$ cat src/rtl/char2num_pkg.sv
// Shared state encoding, ASCII constants and character classification for char2num.
package char2num_pkg;

    localparam logic [1:0] s_idle  = 2'd0;
    localparam logic [1:0] s_accum = 2'd1;
    localparam logic [1:0] s_skip  = 2'd2;
    localparam logic [1:0] s_out   = 2'd3;

    localparam logic [7:0] ASCII_0  = 8'h30;
    localparam logic [7:0] ASCII_9  = 8'h39;
    localparam logic [7:0] ASCII_LF = 8'h0A;
    localparam logic [7:0] ASCII_CR = 8'h0D;

    function automatic logic is_digit(input logic [7:0] c);
        return (c >= ASCII_0) && (c <= ASCII_9);
    endfunction

endpackage

$ cat src/rtl/char2num_mul10_add.sv
// acc*10 + digit as a shift-add, widened to 36 bits so overflow past 32 bits is visible.
module mul10_add (
    input  logic [31:0] acc,
    input  logic [3:0]  digit,
    output logic [31:0] next,
    output logic        ovf
);

    logic [35:0] acc36;
    logic [35:0] next36;

    always_comb begin
        acc36  = {4'b0, acc};
        next36 = (acc36 << 3) + (acc36 << 1) + {32'b0, digit};
        next   = next36[31:0];
        ovf    = |next36[35:32];
    end

endmodule

$ cat src/rtl/char2num.sv
// Streaming ASCII-decimal to 32-bit unsigned converter; result one cycle after the terminator,
// ready drops for that single output cycle so a held character waits rather than being lost.
module char2num
    import char2num_pkg::*;
#(
    parameter int         MAX_DIGITS    = 10,
    parameter logic [7:0] TERM_CHAR     = ASCII_LF,
    parameter logic [7:0] ALT_TERM_CHAR = ASCII_CR
) (
    input  logic        CLK,
    input  logic        RST,
    input  logic [7:0]  char,
    input  logic        valid_i,
    output logic        ready_o,
    output logic [31:0] num,
    output logic        valid_o,
    output logic        err_o
);

    localparam int CW = $clog2(MAX_DIGITS + 1);

    logic [1:0]    state;
    logic [31:0]   acc;
    logic [CW-1:0] count;

    logic          accept;
    logic          digit_c;
    logic          term_c;
    logic [3:0]    digit;
    logic [31:0]   next;
    logic          ovf;

    always_comb begin
        accept  = valid_i && ready_o;
        digit_c = is_digit(char);
        term_c  = (char == TERM_CHAR) || (char == ALT_TERM_CHAR);
        // Digits 0x30..0x39 carry their value in the low nibble.
        digit   = char[3:0];
    end

    mul10_add u_mul10_add (
        .acc   (acc),
        .digit (digit),
        .next  (next),
        .ovf   (ovf)
    );

    always_ff @(posedge CLK or negedge RST) begin
        if (!RST) begin
            state <= s_idle;
            acc   <= '0;
            count <= '0;
            num   <= '0;
            err_o <= 1'b0;
        end else begin
            case (state)
                s_idle: begin
                    if (accept) begin
                        if (digit_c) begin
                            acc   <= {28'b0, digit};
                            count <= CW'(1);
                            state <= s_accum;
                        end else if (!term_c) begin
                            state <= s_skip;
                        end
                    end
                end
                s_accum: begin
                    if (accept) begin
                        if (digit_c) begin
                            if (ovf || (count == CW'(MAX_DIGITS))) begin
                                state <= s_skip;
                            end else begin
                                acc   <= next;
                                count <= count + CW'(1);
                            end
                        end else if (term_c) begin
                            num   <= acc;
                            err_o <= 1'b0;
                            state <= s_out;
                        end else begin
                            state <= s_skip;
                        end
                    end
                end
                s_skip: begin
                    if (accept && term_c) begin
                        num   <= '0;
                        err_o <= 1'b1;
                        state <= s_out;
                    end
                end
                default: begin
                    acc   <= '0;
                    count <= '0;
                    state <= s_idle;
                end
            endcase
        end
    end

    always_comb begin
        valid_o = (state == s_out);
        ready_o = (state != s_out);
    end

endmodule

$ cat config.mk
export PLATFORM = sky130hd
export DESIGN_NAME = char2num
export DESIGN_NICKNAME = d
export VERILOG_FILES = /design/src/rtl/char2num_pkg.sv /design/src/rtl/char2num_mul10_add.sv /design/src/rtl/char2num.sv
export SDC_FILE = /design/constraint.sdc
export NUM_CORES = 1
export LEC_CHECK = 0
export ABC_CLOCK_PERIOD_IN_PS = 4450
export CAP_MARGIN = 20
export CORE_UTILIZATION = 40
export CTS_BUF_LIST = sky130_fd_sc_hd__clkbuf_4 sky130_fd_sc_hd__clkbuf_8
export CTS_CLUSTER_SIZE = 40
export DETAILED_ROUTE_END_ITERATION = 12
export SLEW_MARGIN = 20
export SYNTH_ARGS = -nofsm -noshare
export SYNTH_HDL_FRONTEND = slang
export SYNTH_SLANG_ARGS = --single-unit
$ cat constraint.sdc
create_clock -name CLK -period 4.45 [get_ports CLK]
set_clock_uncertainty 0.2 [all_clocks]
set_input_delay 1.335 -clock CLK [delete_from_list [all_inputs] [get_ports CLK]]
set_output_delay 1.335 -clock CLK [all_outputs]
set_load 0.02 [all_outputs]
Word level (Yosys, flattened, before mapping)
Cells that the tools add are included.

Order comparisons: 2. Bitwise gates (word level): 1. Muxes and demuxes: 31. Add/sub/neg operators: 3. Reduce and logical (&&, ||, !) cells: 11. Eq/ne operators: 17.

Operator list (count): $mux W32 (9); $pmux W32 S3 (1); $pmux W32 S2 (1); $add A35 B33 Y36 (1); $add A36 B4 Y36 (1); $mux W4 (5); $ne A2 B2 Y1 const B (9); $eq A8 B4 Y1 const B (2); $mux W2 (7); $pmux W4 S3 (1); $reduce_and A5 Y1 (2); $ge A8 B6 Y1 const B (1); $le A8 B6 Y1 const B (1); $ne A3 B3 Y1 const B (2); $pmux W2 S3 (1); $reduce_and A6 Y1 (1); $mux W1 (5); $add A4 B1 Y4 const B (1); $eq A2 B2 Y1 const B (2); $eq A4 B4 Y1 const B (1); $reduce_or A4 Y1 (1); $logic_and A1 B1 Y1 (3); $eq A2 B1 Y1 const B (1); $logic_not A2 Y1 (1); 4 further kinds (5).

Input port bits: 11. Word-level logic and storage cells: 70. Bits in registers: 71.

Depth between registers and ports, before layout
Depth in word-level cells: 8. Gate-level depth with buffers: 15. Mapped depth without buffers: 13.

Cells and area by module
From an unflattened synthesis, not the netlist that was laid out.

Cell total of the unflattened synthesis: 564. Area, all modules: 5368.9 um^2.

Modules (own cells, without submodules): char2num (cells an instance 274, times used 1, area an instance 3166.8 um^2); mul10_add (cells an instance 290, times used 1, area an instance 2202.1 um^2).

Least setup slack after synthesis
No wires, ideal clock.

Path type: input -> register. Start: input char[3]. End: register state[1]. Slack: -299 ps. Stages on the path: 14. Setup time: 125 ps. Arrival time: 4424 ps. Data required time: 4125 ps. Cells stage by stage: inv_1 -> fa_1 -> inv_1 -> ha_1 -> a21o_1 -> and4_1 -> o21bai_1 -> a211oi_2 -> o221ai_1 -> o21a_1 -> o311a_1 -> buf_4 -> a31oi_2 -> mux2_4.

Longest elaborated chain between the ends: 5. Elaborated cells between the ends (all ways): 19.

RTL lines: from (decl) (RTL line char2num.sv:12) `input logic [7:0] char,`; $add A36 B4 Y36, or another cell as far along (RTL line char2num_mul10_add.sv:14) `next36 = (acc36 << 3) + (acc36 << 1) + {32'b0, digit};`; $reduce_or A4 Y1, or another cell as far along (RTL line char2num_mul10_add.sv:16) `ovf = |next36[35:32];`; $logic_or A1 B1 Y1, or another cell as far along (RTL line char2num.sv:71) `if (ovf || (count == CW'(MAX_DIGITS))) begin`; $ne A3 B3 Y1 (no source line), or another cell as far along; $reduce_and A5 Y1 (no source line) or $pmux W2 S3 (tied branches); to (signal assigned) (RTL line char2num.sv:72) `state <= s_skip;`; to (signal assigned) (RTL line char2num.sv:80) `state <= s_out;`; to (signal assigned) (RTL line char2num.sv:82) `state <= s_skip;`; to (decl) (RTL line char2num.sv:22) `logic [1:0] state;`.

Several ways; a longest one is shown, not always the timed one. The select of a mux whose other input is x is not followed. A chain may end at the register's enable or synchronous reset.

Final worst setup path
Start: input char[3]. End: register acc[7].

Longest elaborated chain between the ends: 5. Elaborated cells between the ends (all ways): 14.

RTL lines: $add A36 B4 Y36 (RTL line char2num_mul10_add.sv:14); $reduce_or A4 Y1 or $mux W32 (tied branches) (RTL line char2num_mul10_add.sv:16, char2num.sv:71); $logic_or A1 B1 Y1 or $mux W32 (tied branches) (RTL line char2num.sv:71, char2num.sv:70); $ne A2 B2 Y1 (no source line) or $mux W32 (tied branches); $reduce_and A6 Y1 (no source line) or $pmux W32 S3 (tied branches); to (signal assigned) (RTL line char2num.sv:60) `acc <= {28'b0, digit};`; to (signal assigned) (RTL line char2num.sv:74) `acc <= next;`; to (decl) (RTL line char2num.sv:23) `logic [31:0] acc;`.

Several ways; a longest one is shown, not always the timed one. The select of a mux whose other input is x is not followed.

==> run_results.csv <==
group,metric,value,unit
status,status,"finished clean",
detailed_routing,drc,0,
critical_path,timing.rr.start,"acc[24]",
clocking,clkTransAtPathRegs,0.07,ns
power,p_int,0.00165,W
detailed_routing,ant_nets,0,
critical_path,reg2reg_setup_slack,0.41,ns
finish,n_antenna_cell,0,
sta,setup_viol,0,
finish,multi_input_area,3990,um^2
detailed_routing,drtPass1Iterations,5,
detailed_routing,viasPerCell,5.61,
critical_path,worst-setup-path-type,"in -> reg",
critical_path,crit_path_start,"char[3]",
die,core_area,14500,um^2
detailed_routing,vias,5225,
global_route,grt_overflow,0,
critical_path,critPathBufInv,4,
placed_design,io_buffer_count,45,
sta,period_minus_slack,4.44,ns
detailed_routing,wl,15100,um
sta,whs,0.279,ns
sta,slew_viol_final,0,
min_path,hp-class,"reg -> reg",
synth,synth_top_cell_area_share,30.1,%
synth,synthesis.area,5910,um^2
die,die-width,124,um
sta,rsz0062_at_grt,"true",
synth,synth_seq_cells,71,
power,p_switching,0.00120,W
synth,syn_inst,693,
critical_path,required,4.48,ns
power,power_leakage,3.25,nW
clocking,cts_hold_buffers,0,
synth,synth_fp_nets,775,
power,ir_drop,0.277,mV
clocking,cts_tree,"built",
global_route,grt_pass1_vias,4889,
power,power_density,401,nW/um^2
power,clkPwrFrac,20.7,%
finish,instances_no_fill,932,
die,fp.dieH,124,um
critical_path,crit_chain,"buf_8 > inv_8 > fa_2 > inv_2 > ha_4 > a21o_1 > and4_4 > o21bai_4 > a211oi_4 > o221ai_2 > o21a_2 > o311ai_4 > buf_12 > nor3_1 > a221o_1",
sta,max_freq,225,MHz
die,num_io_pins,46,
die,dieArea,15300,um^2
finish,final_core_util,49.1,%
synth,ys_seq_area_share,30.1,%
power,swShare,42.2,%
synth,yosysWarnings,0,
die,core.rowCount,44,
global_route,grt_max_degree,72,
global_route,antenna_found_initial,0,
synth,async_flop_share,100,%
power,comb_power_share,50.9,%
finish,register_area,1780,um^2
min_path,worstHoldStart,"num[10]",
synth,synth-main-ff-cell,"dfrtp_1",
critical_path,critical_path.max_fanout,18,
finish,area_growth,20.4,%
synth,synth-edff-count,0,
clocking,cts_buffers,9,
critical_path,arrival,4.47,ns
critical_path,crit_family,"compound AO/OA/AOI/OAI gates",
clocking,worstSkewPairLatency,0.36,ns
critical_path,worstSetupStartpointType,"primary input",
clocking,clock_path_buffers,2,
global_route,grt_pass1_wl,25000,um
clocking,clock-sinks,71,
finish,nFillCells,1353,
synth,synth_cell_types,72,
critical_path,worstSetupEndpointType,"flop",
finish,nets,825,
finish,drive_gt1_share,14.2,%
global_route,grt_usage,20.8,%
critical_path,slowest_stage,"fa_2",
clocking,cts_root_buf,"clkbuf_8",
sta,hold_viol,0,
die,start_util,40.8,%
run,maxCapViolations,0,
clocking,cts-htree-levels,3,
placed_design,gp_congestion,0.903,
synth,post_synth.cell_area_avg,8.53,um^2
synth,yosysTopAreaCell,"dfrtp_1",
sta,period_share,99.7,%
sta,relSlewSlack,34.4,%
placed_design,hpwl,11300,um
critical_path,crit_path_max_incr_delay,0.56,ns
placed_design,dp.cells,908,
synth,yosys-top-cells-area,"dfrtp_1 (30%), ha_1 (15%), nand2_1 (6.0%)",
sta,worst_pin_slew,0.984,ns
detailed_routing,post_drt_wl_per_cell,16.2,um
power,p_seq_share,28.4,%
detailed_routing,drtIter0Drc,320,
[metal layers]
metal	wire [um]	vias to the layer above	global-route usage [%]	part of all wire, %
met5	0	-	0	0
met4	152	0	4.89	1.0
met3	544	11	3.00	3.6
met2	6680	112	32.4	44
met1	7710	2478	30.1	51
li1	-	2624	-	-
[placed cells by master (no fill, tap or decap), drive strengths merged, types with 25 or more instances in the layout]
master         netlist  routed
nand2b              33      33
nor2                25      25
clkdlybuf4s50        0      41
nand3               52      52
a21oi               39      39
ha                  69      69
buf                 19      43
nand2               95      95
dfrtp               71      71
o21ai               51      51
[state kept, by name, summed over array words and instances (netlist names)]
register and cells:
err_o 1, acc 32, state 2, count 4
num 32
[stage by stage]
step / worst slack (ns) / total power (W) / setup TNS (ns) / cell area, um^2
after CTS: -0.00799 / 0.00282 / -0.00799 / 7100
after global placement: -0.979 / 0.00213 / -32.13 / 6670
final: 0.0132 / 0.00285 / 0 / 7110
after global routing: -0.103 / 0.00305 / -1.30 / 7110
after floorplan: -0.0879 / 0.00172 / -0.634 / 5950
after detailed placement: -1.04 / 0.00216 / -34.81 / 6670
[Yosys cell counts (all sizes together), types with 6 or more instances]
cell	count
o211ai	16
and2	6
and3	10
xor2	10
a31oi	6
nand2	95
xnor2	15
nand4	11
a221o	9
a21o	13
nand2b	33
nor2	25
clkbuf	28
buf	19
o311ai	6
ha	69
dfrtp	71
nor3	9
o21a	8
inv	22
a21oi	39
o21ai	51
nand3	52
[power by group through the flow]
stage	Clock, W	Sequential (W)	Combinational (W)
2_1_floorplan	0	0.000797	0.000921
3_3_place_gp	0	0.000818	0.00131
6_report	0.000591	0.000810	0.00145
4_1_cts	0.000606	0.000808	0.00141
3_5_place_dp	0	0.000821	0.00134
5_1_grt	0.000637	0.000820	0.00159
[area by class of cell]
class                      instances  area share (%)
tap                              184            3.24
multi-input combinational        553            56.1
clock buffer                      10            1.85
inverter                          22            1.27
clock inverter                     6            1.30
sequential                        71            25.0
timing repair buffer              86            11.3
[final timing paths]
check / endpoint / depth (start not counted)
max in group asynchronous: count[0] / 2
min reg2reg: num[10] / 2
min: num[10] / 2
max: acc[7] / 15
min in group asynchronous: num[20] / 2
max reg2reg: state[1] / 12
[repair_timing]
action,CTS,global route
cloned,1,0
setup buffers,7,2
endpoints found under the setup margin,38,38
gates resized for setup,36,7
pin swaps,27,17
[worst reg2reg max path: stages (launching register included)]
cell,delay (ns)
dfrtp_1,0.50
ha_1,0.35
ha_1,0.46
nand4_4,0.18
or4_4,0.58
nor3_2,0.23
nand2_1,0.09
a2bb2oi_2,0.16
a221oi_4,0.31
o311a_1,0.30
buf_6,0.15
a31oi_4,0.10
mux2_4,0.33
[cells by family after synthesis]
kind of cell / count (synthesis) / synth area share, %
AOI/OAI and AO/OA: 193 / 22.7
xor gates and xnor gates: 25 / 3.71
adders and majority gates: 71 / 15.3
buffers and inverters: 69 / 5.23
DFF: 71 / 30.1
muxes: 4 / 0.783
and+or+nand+nor: 260 / 22.3
Power figures use the tool's default switching activity.
